--- src/rtl/debounce_pkg.sv ---
`default_nettype none
// ============================================================================
//  Module      : debounce_pkg
//  Description : Shared constants and types for the debounce / synchroniser
//                blocks feeding the synchronous-reset flop.
//  Revision    : 1.0 - initial release
// ============================================================================
package debounce_pkg;

    // Legal parameter ranges for the debouncer and its synchroniser
    localparam int SYNC_STAGES_MIN   = 2;
    localparam int SYNC_STAGES_MAX   = 4;
    localparam int STABLE_CYCLES_MAX = 65535;

    // Filter view: IDLE when no candidate change is pending, COUNTING otherwise
    typedef enum logic [0:0] {
        IDLE     = 1'b0,
        COUNTING = 1'b1
    } filter_state_e;

endpackage : debounce_pkg
`default_nettype wire

--- src/rtl/debounce_sync_res_sync_chain.sv ---
`default_nettype none
// ============================================================================
//  Module      : sync_chain
//  Description : Plain multi-flop synchroniser for a single asynchronous bit.
//                No logic sits between the flops, so it is reusable for any
//                clock-domain-crossing input.
//  Revision    : 1.0 - initial release
// ============================================================================
module sync_chain #(
    parameter int STAGES = 2
) (
    input  logic clk,
    input  logic reset_n,
    input  logic d,
    output logic q
);

    logic [STAGES-1:0] r_sync;

    // Shift the raw input one stage per edge; synchronous active-low clear
    always_ff @(posedge clk) begin
        if (!reset_n) begin
            r_sync <= '0;
        end else begin
            r_sync <= {r_sync[STAGES-2:0], d};
        end
    end

    assign q = r_sync[STAGES-1];

endmodule : sync_chain
`default_nettype wire

--- src/rtl/debounce_sync_res.sv ---
`default_nettype none
// ============================================================================
//  Module      : debounce_sync_res
//  Description : Synchronises a raw bouncing input and qualifies it with a
//                stability counter. q only moves after the synchronised input
//                has disagreed with it for STABLE_CYCLES consecutive edges;
//                rise/fall pulse on the same edge q changes. Legal ranges:
//                SYNC_STAGES 2..4, STABLE_CYCLES 1..65535.
//  Revision    : 1.0 - initial release
// ============================================================================
module debounce_sync_res
    import debounce_pkg::*;
#(
    parameter int SYNC_STAGES   = 2,
    parameter int STABLE_CYCLES = 4
) (
    input  logic clk,
    input  logic reset_n,
    input  logic din,
    output logic q,
    output logic rise,
    output logic fall,
    output logic busy
);

    localparam int CNT_W = $clog2(STABLE_CYCLES + 1);

    // Count value at which the next disagreeing sample commits the change
    localparam logic [CNT_W-1:0] c_last_count = CNT_W'(STABLE_CYCLES - 1);

    logic             w_s;
    logic             w_diff;
    logic             w_done;
    logic [CNT_W-1:0] w_cnt_nxt;

    logic [CNT_W-1:0] r_cnt;
    logic             r_q;
    logic             r_rise;
    logic             r_fall;
    filter_state_e    r_state;

    sync_chain #(
        .STAGES (SYNC_STAGES)
    ) u_sync_chain (
        .clk     (clk),
        .reset_n (reset_n),
        .d       (din),
        .q       (w_s)
    );

    // Next-count logic: any agreeing sample restarts qualification from zero
    always_comb begin
        w_diff    = (w_s != r_q);
        w_done    = w_diff && (r_cnt == c_last_count);
        w_cnt_nxt = '0;
        if (w_diff && !w_done) begin
            w_cnt_nxt = r_cnt + CNT_W'(1);
        end
    end

    // Filter state, debounced level and registered edge pulses
    always_ff @(posedge clk) begin
        if (!reset_n) begin
            r_cnt   <= '0;
            r_q     <= 1'b0;
            r_rise  <= 1'b0;
            r_fall  <= 1'b0;
            r_state <= IDLE;
        end else begin
            r_cnt   <= w_cnt_nxt;
            r_rise  <= w_done & w_s;
            r_fall  <= w_done & ~w_s;
            r_state <= (w_cnt_nxt != '0) ? COUNTING : IDLE;
            if (w_done) begin
                r_q <= w_s;
            end
        end
    end

    assign q    = r_q;
    assign rise = r_rise;
    assign fall = r_fall;
    assign busy = (r_state == COUNTING);

endmodule : debounce_sync_res
`default_nettype wire

--- config.mk ---
export PLATFORM = sky130hd
export DESIGN_NAME = debounce_sync_res
export DESIGN_NICKNAME = d
export VERILOG_FILES = /design/src/rtl/debounce_pkg.sv /design/src/rtl/debounce_sync_res_sync_chain.sv /design/src/rtl/debounce_sync_res.sv
export SDC_FILE = /design/constraint.sdc
export NUM_CORES = 1
export LEC_CHECK = 0
export CORE_AREA = 2 2 39 41
export CTS_CLUSTER_DIAMETER = 100
export DETAILED_ROUTE_END_ITERATION = 6
export DIE_AREA = 0 0 41 43
export HOLD_SLACK_MARGIN = 0.05
export PLACE_DENSITY_LB_ADDON = 0.05
export RECOVER_POWER = 50
export SETUP_SLACK_MARGIN = 0.4
export SYNTH_ARGS = -nofsm -noshare
export SYNTH_HDL_FRONTEND = slang
export SYNTH_SLANG_ARGS = --single-unit
--- constraint.sdc ---
create_clock -name clk -period 1.15 [get_ports clk]
set_input_delay 0.1725 -clock clk [delete_from_list [all_inputs] [get_ports clk]]
set_output_delay 0.1725 -clock clk [all_outputs]
set_load 0.02 [all_outputs]
==> results of run 1 <==
[cell usage in the layout (no fill, tap or decap), types with 2 or more instances in the layout]
master / Yosys / final
ha_4: 0 / 2
nor3b_2: 0 / 2
buf_6: 0 / 3
and2_1: 2 / 2
clkbuf_4: 0 / 3
dfxtp_1: 9 / 7
buf_4: 0 / 2
nor3_1: 3 / 2
clkbuf_1: 0 / 2
inv_1: 2 / 2
[sequential cells by signal (all words and copies together), names as in the netlist]
name and flops:
busy 1, q 1, fall 1, rise 1
u_sync_chain.r_sync 2, r_cnt 3
[routing by layer]
layer,global-route usage [%],vias to the layer above
met5,0,-
met4,4.00,0
met3,9.42,2
met2,10.3,7
met1,8.77,91
li1,-,112
[per-stage QoR]
stage,power (W),util (%),instance area (um2)
floorplan,0.000340,-,340
global placement,0.000352,30.9,428
detailed placement,0.000352,30.9,428
CTS,0.000597,34.6,479
global route,0.000618,34.4,477
finish,0.000579,34.4,477
[cell families (layout without fill, tap and decap cells)]
| group | Yosys count | in the layout |
|---|---|---|
| buffers and inverters | 2 | 14 |
| and+or+nand+nor | 10 | 10 |
| AOI/OAI and AO/OA | 1 | 1 |
| DFF | 9 | 9 |
| muxes | 1 | 1 |
| adders and majority gates | 2 | 2 |
| xor gates and xnor gates | 1 | 1 |
[layout make-up]
| cell class | instances | area (um2) |
|---|---|---|
| Inverter | 2 | 7.51 |
| Timing Repair Buffer | 8 | 72.6 |
| Sequential cell | 9 | 185 |
| Fill cell | 139 | 907 |
| Tap cell | 16 | 20.0 |
| Multi-Input combinational cell | 15 | 165 |
| Clock buffer | 4 | 26.3 |
[where the power goes]
group          leakage (nW)  switching (W)  internal [W]   total, W
Sequential           0.0743     0.00000322      0.000315   0.000319
Clock                0.0150       0.000102      0.000133   0.000235
Combinational        0.0737      0.0000115     0.0000137  0.0000252
[what timing repair did]
item | in CTS | in global routing
pin swaps | 2 | 1
gates resized for setup | 24 | 7
setup endpoints to repair | 11 | 11
buffers inserted | 1 | 0
[worst min-delay path by stage]
stage / to / slack, ps / cells past startpoint
CTS: u_sync_chain.r_sync[1]$_SDFF_PN0_ / 440 / 1
global route: u_sync_chain.r_sync[1]$_SDFF_PN0_ / 450 / 1
finish: u_sync_chain.r_sync[1]$_SDFF_PN0_ / 430 / 1
floorplan: u_sync_chain.r_sync[0]$_SDFF_PN0_ / 290 / 1
detailed placement: u_sync_chain.r_sync[1]$_SDFF_PN0_ / 420 / 1
global placement: u_sync_chain.r_sync[1]$_SDFF_PN0_ / 420 / 1
[worst register-to-register path, delay by kind of cell, from the launching register on]
kind	cells	cell delay, ps
flip-flops	1	350
adder cells (fa/ha/maj)	2	310
AO/OA/AOI/OAI	1	170
AND/OR/NAND/NOR	1	160
==> flow_metrics.py, run 1 <==
metrics = {
    "outcome": {
        "status": "completed",
    },
    "logic_synthesis": {
        "syn_area_per_cell_um2": 11.7,
        "synth_largest_area_cell": "dfxtp_1",
        "yosys_register_bits": 9,
        "synth_xor_area_share_pct": 2.87,
        "synth_compound_area_share_pct": 4.92,
        "synth_mux_area_share_pct": 3.28,
        "syn_area_um2": 305,
        "synth_simple_gate_area_share_pct": 19.3,
        "synthArstFlopShare_pct": 0,
        "syn_nets": 31,
        "synthCells": 26,
        "yosys-top-cells-area": "dfxtp_1, ha_1, nor3_1",
        "synth_top_family_by_area": "simple AND/OR/NAND/NOR gates",
        "synthAdderAreaFrac_pct": 8.20,
        "synthFlopType": "dfxtp_1",
        "synth-edff-count": 0,
        "synth_top_area_share_pct": 59.0,
        "ys_seq_area_share_pct": 59.0,
        "yosysMostFrequentCell": "dfxtp_1",
        "ys_warn_count": 0,
        "synthTopCellsByCount": "dfxtp_1, nor3_1",
        "yosysUniqueCellTypes": 12,
    },
    "cts": {
        "h-tree-depth": 1,
        "insertion_delay_ps": 250,
        "cts_tree": "built",
        "cts_sinks": 9,
        "cts_buffer_depth": 2,
        "ctsHoldBuffers": 0,
        "path_clk_slew_ps": 60,
        "numCtsBuffers": 3,
        "root_buffer": "clkbuf_4",
    },
    "placed_design": {
        "place_inst": 49,
        "dpl.hpwl_um": 366,
        "io_buffers": 6,
        "pre_cts_ws_ps": 23.8,
        "routabilityCongestion": 0.649,
    },
    "critical_path": {
        "crit_fanout": 4,
        "worstSetupEndpointType": "register",
        "critPathBufInv": 0,
        "critical_path_depth": 4,
        "timing.critical_path.mode_cell": "ha_4",
        "path_cells": "ha_4 > ha_4 > nand2b_4 > a311oi_2",
        "cp-startpoint": "r_cnt[0]$_SDFF_PN0_",
        "slowest_delay_ps": 350,
        "worstSetupPathType": "register to register",
        "crit_path_end": "busy$_SDFF_PN0_",
        "r2r-end": "busy$_SDFF_PN0_",
        "cp_slowest_cell": "dfxtp_4",
        "critPathLaunchType": "register",
        "r2r-start": "r_cnt[0]$_SDFF_PN0_",
        "cp.required_ps": 1320,
        "rr_worst_depth": 4,
        "r2r_slack_ps": 70,
        "critPathTopFamily": "flip-flops",
        "crit_arrival_ps": 1250,
    },
    "floorplanning": {
        "ioPinCount": 7,
        "die_w_um": 41,
        "rows": 14,
        "dieArea_mm2": 0.00176,
        "fp.dieH_um": 43,
        "core_region_area_mm2": 0.00138,
        "initial_core_util_pct": 22.1,
    },
    "detailed_routing": {
        "wl_met2_um": 228,
        "vias": 212,
        "viasPerCell": 3.93,
        "drcViolationCount": 0,
        "drt_pass1_iterations": 2,
        "highest_layer": "met4",
        "wire_per_inst_um": 9.15,
        "wl_met3_um": 47,
        "wirelength_met1_um": 209,
        "routed_wl_um": 494,
        "drtIter0Drc": 1,
        "ant_nets": 0,
    },
    "run": {
        "maxCapViolations": 0,
    },
    "hold_path": {
        "min_from": "u_sync_chain.r_sync[0]$_SDFF_PN0_",
        "hold_path.class": "register to register",
    },
    "power": {
        "ir_worst_vdd_mv": 0.543,
        "cellPowerDensity_mw_per_mm2": 1210,
        "leakagePower_nw": 0.163,
    },
    "timing": {
        "period_share_pct": 93.6,
        "setup_viol": 0,
        "setup_tns_ps": 0,
        "post-route-min-period_ps": 1080,
        "fin_skew_ps": 2.61,
        "max_slew_margin_pct": 71.4,
        "final_max_slew_viol_count": 0,
        "worst_hold_slack_ps": 431,
        "layout_setup_ws_ps": 73.9,
        "fmax_ghz": 0.929,
        "hold_viol": 0,
        "rsz0062_at_grt": "true",
        "worst_slew_pin_slew_ps": 427,
    },
    "global_routing": {
        "grt_pass1_wl_um": 869,
        "grt_start_max_net_pins": 6,
        "antenna_found_initial": 0,
        "grt_pass1_vias": 214,
        "grt_util_all_layers_pct": 8.46,
        "grt_overflow": 0,
    },
    "layout": {
        "nets": 44,
        "drive_above_1_share_pct": 44.7,
        "area.growth.synth_to_final_pct": 56.1,
        "n_antenna_cell": 0,
        "fin_cells": 54,
    },
}
(Power assumes the default switching activity.)
==> inputs of run 2 (changes only) <==
clock period = 1.3 ns   (was 1.15 ns; I/O delays follow)
==> run 2 against run 1 <==
Power is 11% lower. Sequential power is 12% lower. Global-route usage is 0.91 points lower. Clock skew hardly changed. Wire length is 0.20% lower. Setup slack better by 140 ps. Critical path type unchanged.
==> flow_metrics.py, run 2 (same netlist as run 1, synthesis figures left out) <==
metrics = {
    "power": {
        "cellPowerDensity_mw_per_mm2": 1120,
        "fin_total_pwr_w": 0.000512,
        "leakagePower_nw": 0.159,
        "ir_worst_vdd_mv": 0.410,
    },
    "detailed_routing": {
        "wl_met3_um": 30,
        "wire_per_inst_um": 9.30,
        "routed_wl_um": 493,
        "wl_met2_um": 214,
        "vias": 210,
        "drt_pass1_iterations": 1,
        "drcViolationCount": 0,
        "drtIter0Drc": 0,
        "viasPerCell": 3.96,
        "ant_nets": 0,
        "highest_layer": "met4",
        "wirelength_met1_um": 242,
    },
    "critical_path": {
        "crit_fanout": 4,
        "critPathTopFamily": "flip-flops",
        "cp_slowest_cell": "dfxtp_4",
        "slowest_delay_ps": 350,
        "timing.critical_path.mode_cell": "ha_4",
        "critPathLaunchType": "register",
        "cp.required_ps": 1470,
        "path_cells": "ha_4 > ha_4 > nand2b_4 > a311oi_2",
        "worstSetupPathType": "register to register",
        "worstSetupEndpointType": "register",
        "critPathBufInv": 0,
        "crit_arrival_ps": 1260,
    },
    "outcome": {
        "status": "completed",
    },
    "timing": {
        "max_slew_margin_pct": 69.2,
        "final_max_slew_viol_count": 0,
        "period_share_pct": 83.8,
        "setup_viol": 0,
        "setup_tns_ps": 0,
        "worst_slew_pin_slew_ps": 459,
        "fmax_ghz": 0.918,
        "rsz0062_at_grt": "true",
        "hold_viol": 0,
        "fin_skew_ps": 2.13,
        "post-route-min-period_ps": 1090,
    },
    "layout": {
        "largest_register_ffs": 3,
        "top_register": "r_cnt",
        "drive_above_1_share_pct": 43.2,
        "nets": 43,
        "n_antenna_cell": 0,
        "top_regs": "r_cnt: 3 flops, u_sync_chain.r_sync: 2 flops",
        "num-fill-cells": 145,
        "final_common_cell": "dfxtp_1",
        "final_cell_mix": "dfxtp_1, clkbuf_4",
        "area.growth.synth_to_final_pct": 50.4,
    },
    "cts": {
        "ctsHoldBuffers": 0,
        "cts_buffer_depth": 2,
        "cts_sinks": 9,
        "h-tree-depth": 1,
        "cts_tree": "built",
        "insertion_delay_ps": 250,
        "root_buffer": "clkbuf_4",
        "numCtsBuffers": 3,
        "path_clk_slew_ps": 60,
    },
    "global_routing": {
        "grt_pass1_wl_um": 834,
        "grt_pass1_vias": 192,
        "grt_util_all_layers_pct": 7.55,
        "grt_start_max_net_pins": 6,
        "grt_overflow": 0,
        "antenna_found_initial": 0,
    },
    "placed_design": {
        "routabilityCongestion": 0.577,
        "io_buffers": 6,
        "dpl.hpwl_um": 373,
    },
    "floorplanning": {
        "core_region_area_mm2": 0.00138,
        "rows": 14,
        "dieArea_mm2": 0.00176,
        "die_w_um": 41,
        "fp.dieH_um": 43,
        "initial_core_util_pct": 22.1,
        "ioPinCount": 7,
    },
    "hold_path": {
        "hold_path.class": "register to register",
    },
    "run": {
        "maxCapViolations": 0,
    },
}
## run 2: cell types whose count changed in the layout (fill, tap and decap cells not counted), sizes merged
cell / previous run / this run
buf: 5 / 4
## run 2: routing by layer
layer  up-vias  track usage (%)
li1        110                -
met1        93             10.4
met2         5             7.81
met3         2             3.14
met4         0             8.00
met5         -                0
## run 2: worst paths after layout
| check | start | end | slack, ps | cells past startpoint |
|---|---|---|---|---|
| max | r_cnt[0]$_SDFF_PN0_ | busy$_SDFF_PN0_ | 210 | 4 |
| min | u_sync_chain.r_sync[0]$_SDFF_PN0_ | u_sync_chain.r_sync[1]$_SDFF_PN0_ | 440 | 1 |
| max reg2reg | r_cnt[0]$_SDFF_PN0_ | busy$_SDFF_PN0_ | 210 | 4 |
| min reg2reg | u_sync_chain.r_sync[0]$_SDFF_PN0_ | u_sync_chain.r_sync[1]$_SDFF_PN0_ | 440 | 1 |
## run 2: area by class of cell
type	instances	area (um2)	share of cell area (%)
timing repair buffer	7	58.8	12.8
tap	16	20.0	4.36
clock buffer	4	26.3	5.72
multi-input combinational	15	160	34.9
sequential	9	186	40.6
inverter	2	7.51	1.63
## run 2: what timing repair did
action                                  CTS  global route
gates resized for setup                  24             5
buffers inserted                          1             0
pin swaps                                 1             0
endpoints found under the setup margin   11            11
## run 2: where the power goes
| group | switching, W | total, W | internal, W |
|---|---|---|---|
| Sequential | 0.00000259 | 0.000282 | 0.000279 |
| Combinational | 0.0000113 | 0.0000234 | 0.0000121 |
| Clock | 0.0000897 | 0.000208 | 0.000118 |
## run 2: stage by stage
| step | cells | cell area (um2) | hold WS (ps) | setup WS (ps) | utilization, % |
|---|---|---|---|---|---|
| 6_report | 53 | 459 | 437 | 211 | 33.2 |
| 2_1_floorplan | 26 | 340 | 317 | 278 | - |
| 3_5_place_dp | 48 | 420 | 423 | 88.6 | 30.4 |
| 4_1_cts | 53 | 469 | 440 | 203 | 33.9 |
| 3_3_place_gp | 48 | 420 | 419 | 115 | 30.4 |
| 5_1_grt | 53 | 459 | 452 | 179 | 33.2 |
==> inputs of run 3 (changes only) <==
clock period = 1 ns   (was 1.3 ns; I/O delays follow)
==> run 3 against run 2 <==
The run now ends with setup timing left. Sequential power up 31%. Hold slack worse by 61 ps. Sequential share of layout area down 3.0 points. Critical path depth unchanged. Via count up 3.8%. Setup slack worse by 290 ps. Fmax up 0.87%. Core utilization up 2.6 points. Combinational power up 42%. Global-route usage up 0.33 points. Critical endpoint unchanged.
==> flow_metrics.py, run 3 (same netlist as run 1, synthesis figures left out) <==
metrics = {
    "outcome": {
        "status": "finished with violations",
        "violations": "setup timing",
    },
    "critical_path": {
        "critPathBufInv": 0,
        "worstSetupPathType": "register to register",
        "critPathLaunchType": "register",
        "slowest_delay_ps": 330,
        "rr_worst_depth": 4,
        "r2r_slack_ps": -80,
        "cp_slowest_cell": "dfxtp_2",
        "critPathTopFamily": "flip-flops",
        "worstSetupEndpointType": "register",
        "cp-startpoint": "r_cnt[0]$_SDFF_PN0_",
        "crit_arrival_ps": 1250,
        "crit_path_end": "busy$_SDFF_PN0_",
        "r2r-start": "r_cnt[0]$_SDFF_PN0_",
        "critical_path_depth": 4,
        "path_cells": "ha_4 > ha_4 > nand2b_4 > a311oi_2",
        "crit_fanout": 4,
        "r2r-end": "busy$_SDFF_PN0_",
        "cp.required_ps": 1170,
        "timing.critical_path.mode_cell": "ha_4",
    },
    "floorplanning": {
        "ioPinCount": 7,
        "initial_core_util_pct": 22.1,
        "core_region_area_mm2": 0.00138,
        "die_w_um": 41,
        "fp.dieH_um": 43,
        "dieArea_mm2": 0.00176,
        "rows": 14,
    },
    "layout": {
        "final_common_cell": "dfxtp_2",
        "final_cell_mix": "dfxtp_2, dfxtp_1",
        "top_regs": "r_cnt: 3 flops, u_sync_chain.r_sync: 2 flops",
        "postLayoutCoreUtil_pct": 35.8,
        "multi_input_area_um2": 175,
        "fin_cells": 55,
        "nets": 45,
        "num-fill-cells": 143,
        "top_register": "r_cnt",
        "largest_register_ffs": 3,
        "area.growth.synth_to_final_pct": 62.3,
        "drive_above_1_share_pct": 61.5,
        "seq_area_um2": 186,
        "n_antenna_cell": 0,
    },
    "timing": {
        "layout_setup_ws_ps": -79.9,
        "worst_slew_pin_slew_ps": 199,
        "setup_tns_ps": -164,
        "final_max_slew_viol_count": 0,
        "max_slew_margin_pct": 86.8,
        "period_share_pct": 108,
        "post-route-min-period_ps": 1080,
        "setup_viol": 3,
        "rsz0062_at_grt": "true",
        "fmax_ghz": 0.926,
        "hold_viol": 0,
        "fin_skew_ps": 1.73,
    },
    "global_routing": {
        "antenna_found_initial": 0,
        "grt_overflow": 0,
        "grt_start_max_net_pins": 6,
        "grt_util_all_layers_pct": 7.87,
        "grt_pass1_vias": 218,
        "grt_pass1_wl_um": 848,
    },
    "power": {
        "ir_worst_vdd_mv": 0.593,
        "cellPowerDensity_mw_per_mm2": 1360,
        "fin_total_pwr_w": 0.000675,
        "leakagePower_nw": 0.175,
    },
    "cts": {
        "numCtsBuffers": 3,
        "path_clk_slew_ps": 60,
        "cts_buffer_depth": 2,
        "ctsHoldBuffers": 0,
        "h-tree-depth": 1,
        "cts_sinks": 9,
        "postCtsSetupRepairBufs": 0,
        "cts_tree": "built",
        "insertion_delay_ps": 250,
        "root_buffer": "clkbuf_4",
    },
    "detailed_routing": {
        "drcViolationCount": 0,
        "drtIter0Drc": 1,
        "routed_wl_um": 497,
        "viasPerCell": 3.96,
        "drt_pass1_iterations": 3,
        "ant_nets": 0,
        "vias": 218,
        "wire_per_inst_um": 9.04,
    },
    "placed_design": {
        "routabilityCongestion": 0.584,
        "io_buffers": 6,
        "pre_cts_ws_ps": -128,
        "place_inst": 51,
    },
    "run": {
        "maxCapViolations": 0,
    },
    "hold_path": {
        "hold_path.class": "input pin to register",
    },
}
## run 3: cell count changes in the layout (fill, tap and decap cells not counted), moves of 2 or more
| cell | previous run | this run |
|---|---|---|
| buf_4 | 1 | 3 |
| dfxtp_1 | 6 | 4 |
| dfxtp_2 | 2 | 5 |
| nor3b_1 | 2 | 0 |
| nor3b_2 | 0 | 2 |
## run 3: what timing repair did
item / 4_1_cts / 5_1_grt
cloned: 0 / 0
gates resized for setup: 31 / 2
pin swaps: 2 / 1
setup endpoints to repair: 13 / 11
hold endpoints to repair: 0 / 0
## run 3: worst register-to-register path, delay by kind of cell, from the launching register on
family	cells	cell delay, ps
flops	1	330
fa+ha+maj	2	320
compound gates	1	180
simple gates	1	160
## run 3: layout make-up
| cell class | instances | share of cell area [%] |
|---|---|---|
| tap | 16 | 4.04 |
| clock buffer | 4 | 5.30 |
| sequential | 9 | 37.6 |
| inverter | 2 | 1.52 |
| timing repair buffer | 9 | 16.2 |
| multi-input combinational | 15 | 35.4 |
## run 3: routing by layer
layer	global-route usage, %	vias up	wire length (um)
met5	0	-	0
met4	8.00	0	5
met3	4.71	2	31
met2	10.0	5	233
met1	8.17	97	226
li1	-	114	-
## run 3: worst min path at each step
stage                                 startpoint  depth (start not counted)                                 to
5_1_grt                                  reset_n                          2                     q$_SDFFE_PN0P_
4_1_cts                                  reset_n                          2                     q$_SDFFE_PN0P_
3_5_place_dp   u_sync_chain.r_sync[0]$_SDFF_PN0_                          1  u_sync_chain.r_sync[1]$_SDFF_PN0_
2_1_floorplan                                din                          1  u_sync_chain.r_sync[0]$_SDFF_PN0_
6_report                                 reset_n                          2                     q$_SDFFE_PN0P_
3_3_place_gp   u_sync_chain.r_sync[0]$_SDFF_PN0_                          1  u_sync_chain.r_sync[1]$_SDFF_PN0_
## run 3: power breakdown
part | leakage, nW | internal (W) | switching, W
Sequential | 0.0756 | 0.000365 | 0.00000378
Clock | 0.0150 | 0.000153 | 0.000119
Combinational | 0.0847 | 0.0000177 | 0.0000155
## run 3: per-stage QoR
step / instance area (um2) / hold WS [ps]
2_1_floorplan: 340 / 272
3_3_place_gp: 443 / 416
3_5_place_dp: 443 / 429
4_1_cts: 492 / 374
5_1_grt: 495 / 381
6_report: 495 / 376
